[config.mk]
export PLATFORM = sky130hd
export DESIGN_NAME = manchester_encoder_tx
export DESIGN_NICKNAME = d
export VERILOG_FILES = /design/src/rtl/manchester_encoder_tx.sv
export SDC_FILE = /design/constraint.sdc
export NUM_CORES = 1
export LEC_CHECK = 0
export ABC_AREA = 0
export CAP_MARGIN = 20
export CORE_ASPECT_RATIO = 0.9
export CORE_MARGIN = 2
export CORE_UTILIZATION = 40
export DETAILED_ROUTE_END_ITERATION = 7
export GPL_ROUTABILITY_DRIVEN = 0
export PLACE_DENSITY = 0.64
export SYNTH_ARGS = -nofsm -noshare
export SYNTH_HDL_FRONTEND = slang
export SYNTH_SLANG_ARGS = --single-unit
[constraint.sdc]
create_clock -name aclk -period 5 [get_ports aclk]
set_input_delay 1.5 -clock aclk [delete_from_list [all_inputs] [get_ports aclk]]
set_output_delay 1.5 -clock aclk [all_outputs]
set_load 0.01 [all_outputs]
[src/rtl/manchester_encoder_tx.sv]
// ----------------------------------------------------------------------------
// manchester_encoder_tx
//
// Transmit side of the Manchester link. Payload bytes arrive on an
// AXI-Stream-style slave and leave as a framed, Manchester-encoded chip
// stream at one data bit (two chips) per aclk:
//
//   PREAMBLE_BYTES x 0xAA | SFD_BYTE | payload (MSB first) [| CRC-8] | gap
//
// Encoding: bit 1 -> chips 2'b01, bit 0 -> chips 2'b10; chips[1] is sent
// first on the line. Every output is registered.
//
// Optional feature: define MANCHESTER_TX_CRC_EN to append a CRC-8 byte
// (poly 0x07, init 0x00, MSB first, no reflection, no final XOR) that is
// computed over the payload bytes only.
//
// Ports:
//   aclk           in   clock
//   aresetn        in   synchronous active-low reset
//   s_axis_tdata   in   [7:0] payload byte
//   s_axis_tvalid  in   byte valid
//   s_axis_tready  out  byte taken when tvalid & tready at a rising edge
//   s_axis_tlast   in   final payload byte of the frame
//   chips          out  [1:0] chip pair for this cycle
//   chips_valid    out  chips carry frame content (preamble/SFD/data/CRC)
//   busy           out  FSM is not in IDLE
//   underrun       out  one-cycle pulse when a frame is aborted
// ----------------------------------------------------------------------------
module manchester_encoder_tx #(
    parameter int unsigned PREAMBLE_BYTES = 2,
    parameter logic [7:0]  SFD_BYTE       = 8'hD5,
    parameter int unsigned GAP_CYCLES     = 12,
    parameter logic [1:0]  IDLE_CHIPS     = 2'b00
) (
    input  logic       aclk,
    input  logic       aresetn,
    input  logic [7:0] s_axis_tdata,
    input  logic       s_axis_tvalid,
    output logic       s_axis_tready,
    input  logic       s_axis_tlast,
    output logic [1:0] chips,
    output logic       chips_valid,
    output logic       busy,
    output logic       underrun
);

    localparam int unsigned GAP_W    = (GAP_CYCLES > 1) ? $clog2(GAP_CYCLES) : 1;
    localparam logic [GAP_W-1:0] GAP_LOAD = GAP_W'(GAP_CYCLES - 1);
    localparam logic [3:0]       PRE_LAST = 4'(PREAMBLE_BYTES - 1);
    localparam logic [7:0]       PRE_BYTE = 8'hAA;

`ifdef MANCHESTER_TX_CRC_EN
    typedef enum logic [2:0] {
        ST_IDLE, ST_PREAMBLE, ST_SFD, ST_DATA, ST_CRC, ST_GAP
    } state_t;
`else
    typedef enum logic [2:0] {
        ST_IDLE, ST_PREAMBLE, ST_SFD, ST_DATA, ST_GAP
    } state_t;
`endif

    // state_q describes the bit currently on chips_q; the shift register's
    // MSB is that bit. Everything for the next cycle is derived from the
    // _d values, which keeps the outputs registered without extra latency.
    state_t           state_q,       state_d;
    logic [2:0]       bit_cnt_q,     bit_cnt_d;
    logic [3:0]       byte_cnt_q,    byte_cnt_d;
    logic [7:0]       shift_q,       shift_d;
    logic             last_q,        last_d;
    logic [GAP_W-1:0] gap_cnt_q,     gap_cnt_d;
    logic [1:0]       chips_q,       chips_d;
    logic             chips_valid_q, chips_valid_d;
    logic             busy_q,        busy_d;
    logic             tready_q,      tready_d;
    logic             underrun_q,    underrun_d;
    logic             in_frame_d;

`ifdef MANCHESTER_TX_CRC_EN
    logic [7:0]       crc_q,         crc_d;

    function automatic logic [7:0] crc8_byte(input logic [7:0] crc_in,
                                             input logic [7:0] data);
        logic [7:0] c;
        c = crc_in ^ data;
        for (int unsigned i = 0; i < 8; i++) begin
            c = c[7] ? ({c[6:0], 1'b0} ^ 8'h07) : {c[6:0], 1'b0};
        end
        return c;
    endfunction
`endif

    always_comb begin
        state_d    = state_q;
        bit_cnt_d  = bit_cnt_q;
        byte_cnt_d = byte_cnt_q;
        shift_d    = shift_q;
        last_d     = last_q;
        gap_cnt_d  = gap_cnt_q;
        underrun_d = 1'b0;
`ifdef MANCHESTER_TX_CRC_EN
        crc_d      = crc_q;
`endif

        unique case (state_q)
            ST_IDLE: begin
                // tvalid only starts the preamble; the byte is consumed at
                // the end of the SFD.
                if (s_axis_tvalid) begin
                    state_d    = ST_PREAMBLE;
                    shift_d    = PRE_BYTE;
                    bit_cnt_d  = 3'd7;
                    byte_cnt_d = '0;
`ifdef MANCHESTER_TX_CRC_EN
                    crc_d      = '0;
`endif
                end
            end

            ST_PREAMBLE: begin
                if (bit_cnt_q == 3'd0) begin
                    bit_cnt_d = 3'd7;
                    if (byte_cnt_q == PRE_LAST) begin
                        state_d = ST_SFD;
                        shift_d = SFD_BYTE;
                    end else begin
                        byte_cnt_d = byte_cnt_q + 4'd1;
                        shift_d    = PRE_BYTE;
                    end
                end else begin
                    bit_cnt_d = bit_cnt_q - 3'd1;
                    shift_d   = {shift_q[6:0], 1'b0};
                end
            end

            ST_SFD, ST_DATA: begin
                if (bit_cnt_q != 3'd0) begin
                    bit_cnt_d = bit_cnt_q - 3'd1;
                    shift_d   = {shift_q[6:0], 1'b0};
                end else if (state_q == ST_DATA && last_q) begin
                    // Frame closed by the tlast byte.
`ifdef MANCHESTER_TX_CRC_EN
                    state_d   = ST_CRC;
                    shift_d   = crc_q;
                    bit_cnt_d = 3'd7;
`else
                    state_d   = ST_GAP;
                    gap_cnt_d = GAP_LOAD;
`endif
                end else if (tready_q && s_axis_tvalid) begin
                    state_d   = ST_DATA;
                    shift_d   = s_axis_tdata;
                    last_d    = s_axis_tlast;
                    bit_cnt_d = 3'd7;
`ifdef MANCHESTER_TX_CRC_EN
                    crc_d     = crc8_byte(crc_q, s_axis_tdata);
`endif
                end else begin
                    // No byte at the handshake slot: abort the frame.
                    state_d    = ST_GAP;
                    gap_cnt_d  = GAP_LOAD;
                    underrun_d = 1'b1;
                end
            end

`ifdef MANCHESTER_TX_CRC_EN
            ST_CRC: begin
                if (bit_cnt_q == 3'd0) begin
                    state_d   = ST_GAP;
                    gap_cnt_d = GAP_LOAD;
                end else begin
                    bit_cnt_d = bit_cnt_q - 3'd1;
                    shift_d   = {shift_q[6:0], 1'b0};
                end
            end
`endif

            ST_GAP: begin
                if (gap_cnt_q == '0) begin
                    state_d = ST_IDLE;
                end else begin
                    gap_cnt_d = gap_cnt_q - 1'b1;
                end
            end

            default: begin
                state_d = ST_IDLE;
            end
        endcase

        in_frame_d    = (state_d != ST_IDLE) && (state_d != ST_GAP);
        chips_d       = in_frame_d ? (shift_d[7] ? 2'b01 : 2'b10) : IDLE_CHIPS;
        chips_valid_d = in_frame_d;
        busy_d        = (state_d != ST_IDLE);
        // Ready only on the last bit of the SFD or of a non-final data byte.
        tready_d      = (bit_cnt_d == 3'd0) &&
                        ((state_d == ST_SFD) || (state_d == ST_DATA && !last_d));
    end

    always_ff @(posedge aclk) begin
        if (!aresetn) begin
            state_q       <= ST_IDLE;
            bit_cnt_q     <= '0;
            byte_cnt_q    <= '0;
            shift_q       <= '0;
            last_q        <= 1'b0;
            gap_cnt_q     <= '0;
            chips_q       <= IDLE_CHIPS;
            chips_valid_q <= 1'b0;
            busy_q        <= 1'b0;
            tready_q      <= 1'b0;
            underrun_q    <= 1'b0;
`ifdef MANCHESTER_TX_CRC_EN
            crc_q         <= '0;
`endif
        end else begin
            state_q       <= state_d;
            bit_cnt_q     <= bit_cnt_d;
            byte_cnt_q    <= byte_cnt_d;
            shift_q       <= shift_d;
            last_q        <= last_d;
            gap_cnt_q     <= gap_cnt_d;
            chips_q       <= chips_d;
            chips_valid_q <= chips_valid_d;
            busy_q        <= busy_d;
            tready_q      <= tready_d;
            underrun_q    <= underrun_d;
`ifdef MANCHESTER_TX_CRC_EN
            crc_q         <= crc_d;
`endif
        end
    end

    assign chips         = chips_q;
    assign chips_valid   = chips_valid_q;
    assign busy          = busy_q;
    assign s_axis_tready = tready_q;
    assign underrun      = underrun_q;

endmodule

* Word level (Yosys, flattened, before mapping)
Cells that the tools add are included.
Word-level totals: flip-flop bits (word level) 29, bits in latches 0, RAM bits 0, bits in read-only memories 0, input bits 12, output and inout bits 6, logic and storage cells 91, memories kept 0
Operators by class: $add $sub $neg 3, multipliers 0, divide/modulo/power cells 0, $lt $le $gt $ge 0, eq/ne operators 16, shift-type cells 0, muxes and demuxes 36, bitwise operators 2, reductions and logical operators 22
Operators with widths (count):
- two-way mux 8 bit | 5
- two-way mux 3 bit | 12
- two-way mux 4 bit | 7
- case mux 8 bit (3 select lines) | 1
- case mux 4 bit (2 select lines) | 2
- == test 3 x 2 -> 1 bit (second input constant) | 4
- != test 3 bit (second input constant) | 4
- case mux 3 bit (4 select lines) | 1
- AND reduction 4 bit | 3
- != test 2 bit (second input constant) | 5
- zero test 3 bit | 3
- case mux 3 bit (3 select lines) | 1
- nonzero test 3 bit | 3
- two-way mux 7 bit | 1
- logical AND 1 bit | 5
- two-way mux 1 bit | 5
- adder 4 x 1 -> 4 bit (second input constant) | 1
- == test 4 x 1 -> 1 bit (second input constant) | 1
- zero test 4 bit | 1
- nonzero test 2 bit | 2
- OR reduction 4 bit | 1
- subtractor 4 x 1 -> 4 bit (second input constant) | 1
- == test 3 x 1 -> 1 bit (second input constant) | 1
- == test 3 bit (second input constant) | 1
- other kinds (7) | 8

* Logic depth before layout (Yosys ltp)
word-level depth 9, mapped depth 9, depth with buffers taken out 7

* Worst setup path before layout
No wires, ideal clock.
path kind input -> register, from in s_axis_tvalid, to reg shift_q[0], library setup time 0.128 ns, data arrival time 2.566 ns, data required time 4.872 ns, slack 2.307 ns, stages on the path 6, buffers on the path 1, cells stage by stage and2_1 > a211oi_2 > or3_1 > buf_2 > a222oi_1 > nor2_1
Between the ends: word-level cells in the longest chain between the ends 3, elaborated cells between the ends (all ways) 4, classes of those cells eq/ne: 2; reduce/logical: 2
RTL lines:
- from (decl) | line 38 | input logic s_axis_tvalid,
- logical AND 1 bit | line 149 | end else if (tready_q && s_axis_tvalid) begin
- != test 3 bit (no source line)
- AND reduction 4 bit (no source line) *
- to (signal assigned) | line 219 | shift_q <= shift_d;
- to (decl) | line 68 | logic [7:0] shift_q, shift_d;
Every way passes the cells marked *; elsewhere a longest branch is shown, timed or not. A chain may end at the register's enable or synchronous reset.

* Worst setup path in the final report
Ends and elaborated chain as after synthesis.

==> impl_metrics.csv <==
group,metric,value,unit
status,status,"complete, no violations",
worst_setup_path,critPathMaxFanout,10,
worst_setup_path,end_kind,"flip-flop",
synth,syn_area,1480,um^2
worst_setup_path,critPathKind,"in2reg",
power_and_ir_drop,p_int,0.000380,W
route,ant_nets,0,
finish,areaGrowthSynthToFinish,16.8,%
worst_setup_path,rr_endpoint,"shift_q[0]",
synth,ys_top_cells_by_count,"dfxtp_1, nor2_1, nand2_1",
die,rows,20,
worst_setup_path,path_buf_inv,1,
finish,seq_area,581,um^2
synth,synth_xor_area_share,2.37,%
power_and_ir_drop,switching_power,0.000149,W
worst_setup_path,start_kind,"primary input",
cts,cts-buffers-inserted,5,
die,die_h,61.7,um
placed_design,place_ws,1.55,ns
cts,cts_num_sinks,29,
timing,hold_viol,0,
power_and_ir_drop,clkPwrFrac,34.6,%
cts,hold_buffers,0,
synth,yosysTopAreaCellShare,39.2,%
grt,track_usage,18.4,%
grt,grtUsageMet1,23.9,%
synth,yosysWarningCount,0,
timing,fin_crit_sh,63.9,%
timing,drv_slew,0,
timing,fin_crit,3.19,ns
job,drv_cap,0,
power_and_ir_drop,vdd_drop_max,134,uV
route,drt_iter0_markers,129,
cts,cts_tree,"built",
finish,n_antenna_cell,0,
grt,met2_usage,28.3,%
grt,grt_max_degree,17,
worst_setup_path,critPathMaxStageDelay,0.54,ns
route,wl,3360,um
worst_setup_path,worstRegToRegCells,7,
worst_setup_path,r2r_start,"bit_cnt_q[0]",
hold_path,worstHoldEndpoint,"shift_q[5]",
cts,cts_buffer_depth,2,
timing,slew_headroom,56.6,%
timing,tightest_slew,0.650,ns
worst_setup_path,cp.required,5.15,ns
route,post-route-drc-count,0,
worst_setup_path,crit_chain,"clkdlybuf4s50_1 > and2_1 > a211oi_2 > or3_1 > a222oi_1 > nor2_1",
grt,grt_overflow,0,
power_and_ir_drop,p_seq_share,47.6,%
synth,synth_compound_area_share,21.6,%
worst_setup_path,r2r_slack,2.98,ns
grt,grt_pass1_wl,5590,um
synth,synth_fp_nets,193,
timing,skew,0.00633,ns
finish,stdcell_area,1730,um^2
timing,finalWorstSetupSlack,1.81,ns
die,die_area,4200,um^2
hold_path,worstHoldStart,"shift_q[5]",
power_and_ir_drop,powerDensity,306,nW/um^2
synth,yosys_register_bits,29,
route,viasPerCell,5.54,
synth,synthAdderAreaFrac,4.23,%
worst_setup_path,cp.arrival,3.34,ns
grt,grt-busiest-layer,"met2",
hold_path,min_path_type,"reg2reg",
synth,synth-edff-count,0,
synth,netlist_instances,176,
route,post_drt_wl_per_cell,14.2,um
power_and_ir_drop,swShare,28.2,%
power_and_ir_drop,p_leak,0.631,nW
cts,cts.clk_slew.worst_paths,0.06,ns
finish,fillCellCount,333,
route,dr.pass1.iters,4,
timing,finalSetupViolCount,0,
hold_path,holdPathStages,2,
synth,synth-async-reset-ratio,0,%
finish,multi_input_area,803,um^2
die,core_area,3450,um^2
cts,ctsResizeCount,0,
grt,met3_usage,5.41,%
grt,grt_pass1_vias,1226,
route,via_count,1314,
synth,synth_area_leaders,"dfxtp_1, nor2_1, nand2_1",
synth,ys_types,46,
synth,synth_top_area_cell,"dfxtp_1",
synth,synth-simple-area-share,26.1,%
worst_setup_path,critical_path.top_delay_family,"simple AND/OR/NAND/NOR gates",
synth,synthFlopType,"dfxtp_1",
die,die_x,68.1,um
timing,rsz0062_at_grt,"no",
grt,antenna_found_initial,0,
timing,fin_tns_setup,0,ns
power_and_ir_drop,combPwrFrac,17.8,%
timing,clock.fmax,313,MHz
finish,drive_above_1_share,6.74,%
finish,finalNetCount,209,
synth,ys_seq_area_share,39.2,%
power_and_ir_drop,p_total,0.000529,W
placed_design,port_buffers,17,
cts,h-tree-depth,2,
synth,muxShareOfSynthArea,0,%
worst_setup_path,slowest_stage,"clkdlybuf4s50_1",
die,initial_core_util,42.9,%
synth,synth_top_family_by_area,"simple AND/OR/NAND/NOR gates",
synth,synth_area_per_cell,8.41,um^2
cts,post_cts_buffers,0,
cts,clk_latency,0.28,ns
placed_design,hpwl,2450,um
placed_design,post_dp_cell_area,1650,um^2
die,ios,18,
cts,cts-root-buf,"clkbuf_8",
synth,yosysMostFrequentCell,"dfxtp_1",
final cells by class:
type,instances,area share [%]
clock buffer,6,4.20
clock inverter,2,0.579
timing repair buffer,17,9.84
tap,44,3.18
sequential,29,33.6
inverter,10,2.17
multi-input combinational,129,46.5
cell families after synthesis:
logic type / count (synthesis)
fa+ha+maj: 5
compound gates: 46
buf+inv: 18
xor+xnor: 4
flops: 29
simple gates: 74
worst reg2reg max path, stage by stage, from the launching register on:
cell and delay [ns]:
dfxtp_1 0.35, inv_1 0.07, ha_1 0.25, nand2b_4 0.21, a211oi_2 0.09, or3_1 0.53, a222oi_1 0.33, nor2_1 0.07
stage by stage:
step,std cells,util (%),hold slack (ns)
after CTS,237,50.1,0.465
after global routing,237,50.1,0.492
final,237,50.1,0.466
after global placement,229,47.7,0.453
after floorplan,176,-,0.437
after detailed placement,229,47.7,0.455
how the worst max path moves through the flow:
stage / startpoint / to / cells after the start
floorplan: s_axis_tvalid / shift_q[0] / 6
global placement: s_axis_tvalid / shift_q[0] / 6
detailed placement: s_axis_tvalid / shift_q[0] / 6
CTS: s_axis_tvalid / shift_q[0] / 6
global route: s_axis_tvalid / shift_q[0] / 6
finish: s_axis_tvalid / shift_q[0] / 6
power by group through the flow:
stage / Clock [W] / Combinational, W / Sequential [W]
after CTS: 0.000185 / 0.0000938 / 0.000252
after global placement: 0 / 0.0000929 / 0.000256
final: 0.000183 / 0.0000944 / 0.000252
after detailed placement: 0 / 0.0000934 / 0.000257
after global routing: 0.000195 / 0.000106 / 0.000253
after floorplan: 0 / 0.0000679 / 0.000254
sequential cells by signal, indices dropped and copies added (netlist names):
signal	flops
byte_cnt_q	4
bit_cnt_q	3
underrun	1
chips	2
last_q	1
gap_cnt_q	4
s_axis_tready	1
chips_valid	1
shift_q	8
state_q	3
busy	1
per-layer routing:
layer,part of all wire [%],vias up
li1,-,660
met1,45,603
met2,45,44
met3,7.3,7
met4,2.1,0
met5,0,-
placed cells by master (no fill, tap or decap), drive strengths merged, types with 3 or more instances in the layout:
master and n:
a211oi 4, nor3 8, nand2 19, o21ai 6, ha 5, inv 10, a22oi 5, clkdlybuf4s50 17
and2 5, clkbuf 6, o22ai 4, nor2b 3, a21oi 13, xnor2 3, nor2 24, dfxtp 29
(Power assumes the default switching activity.)
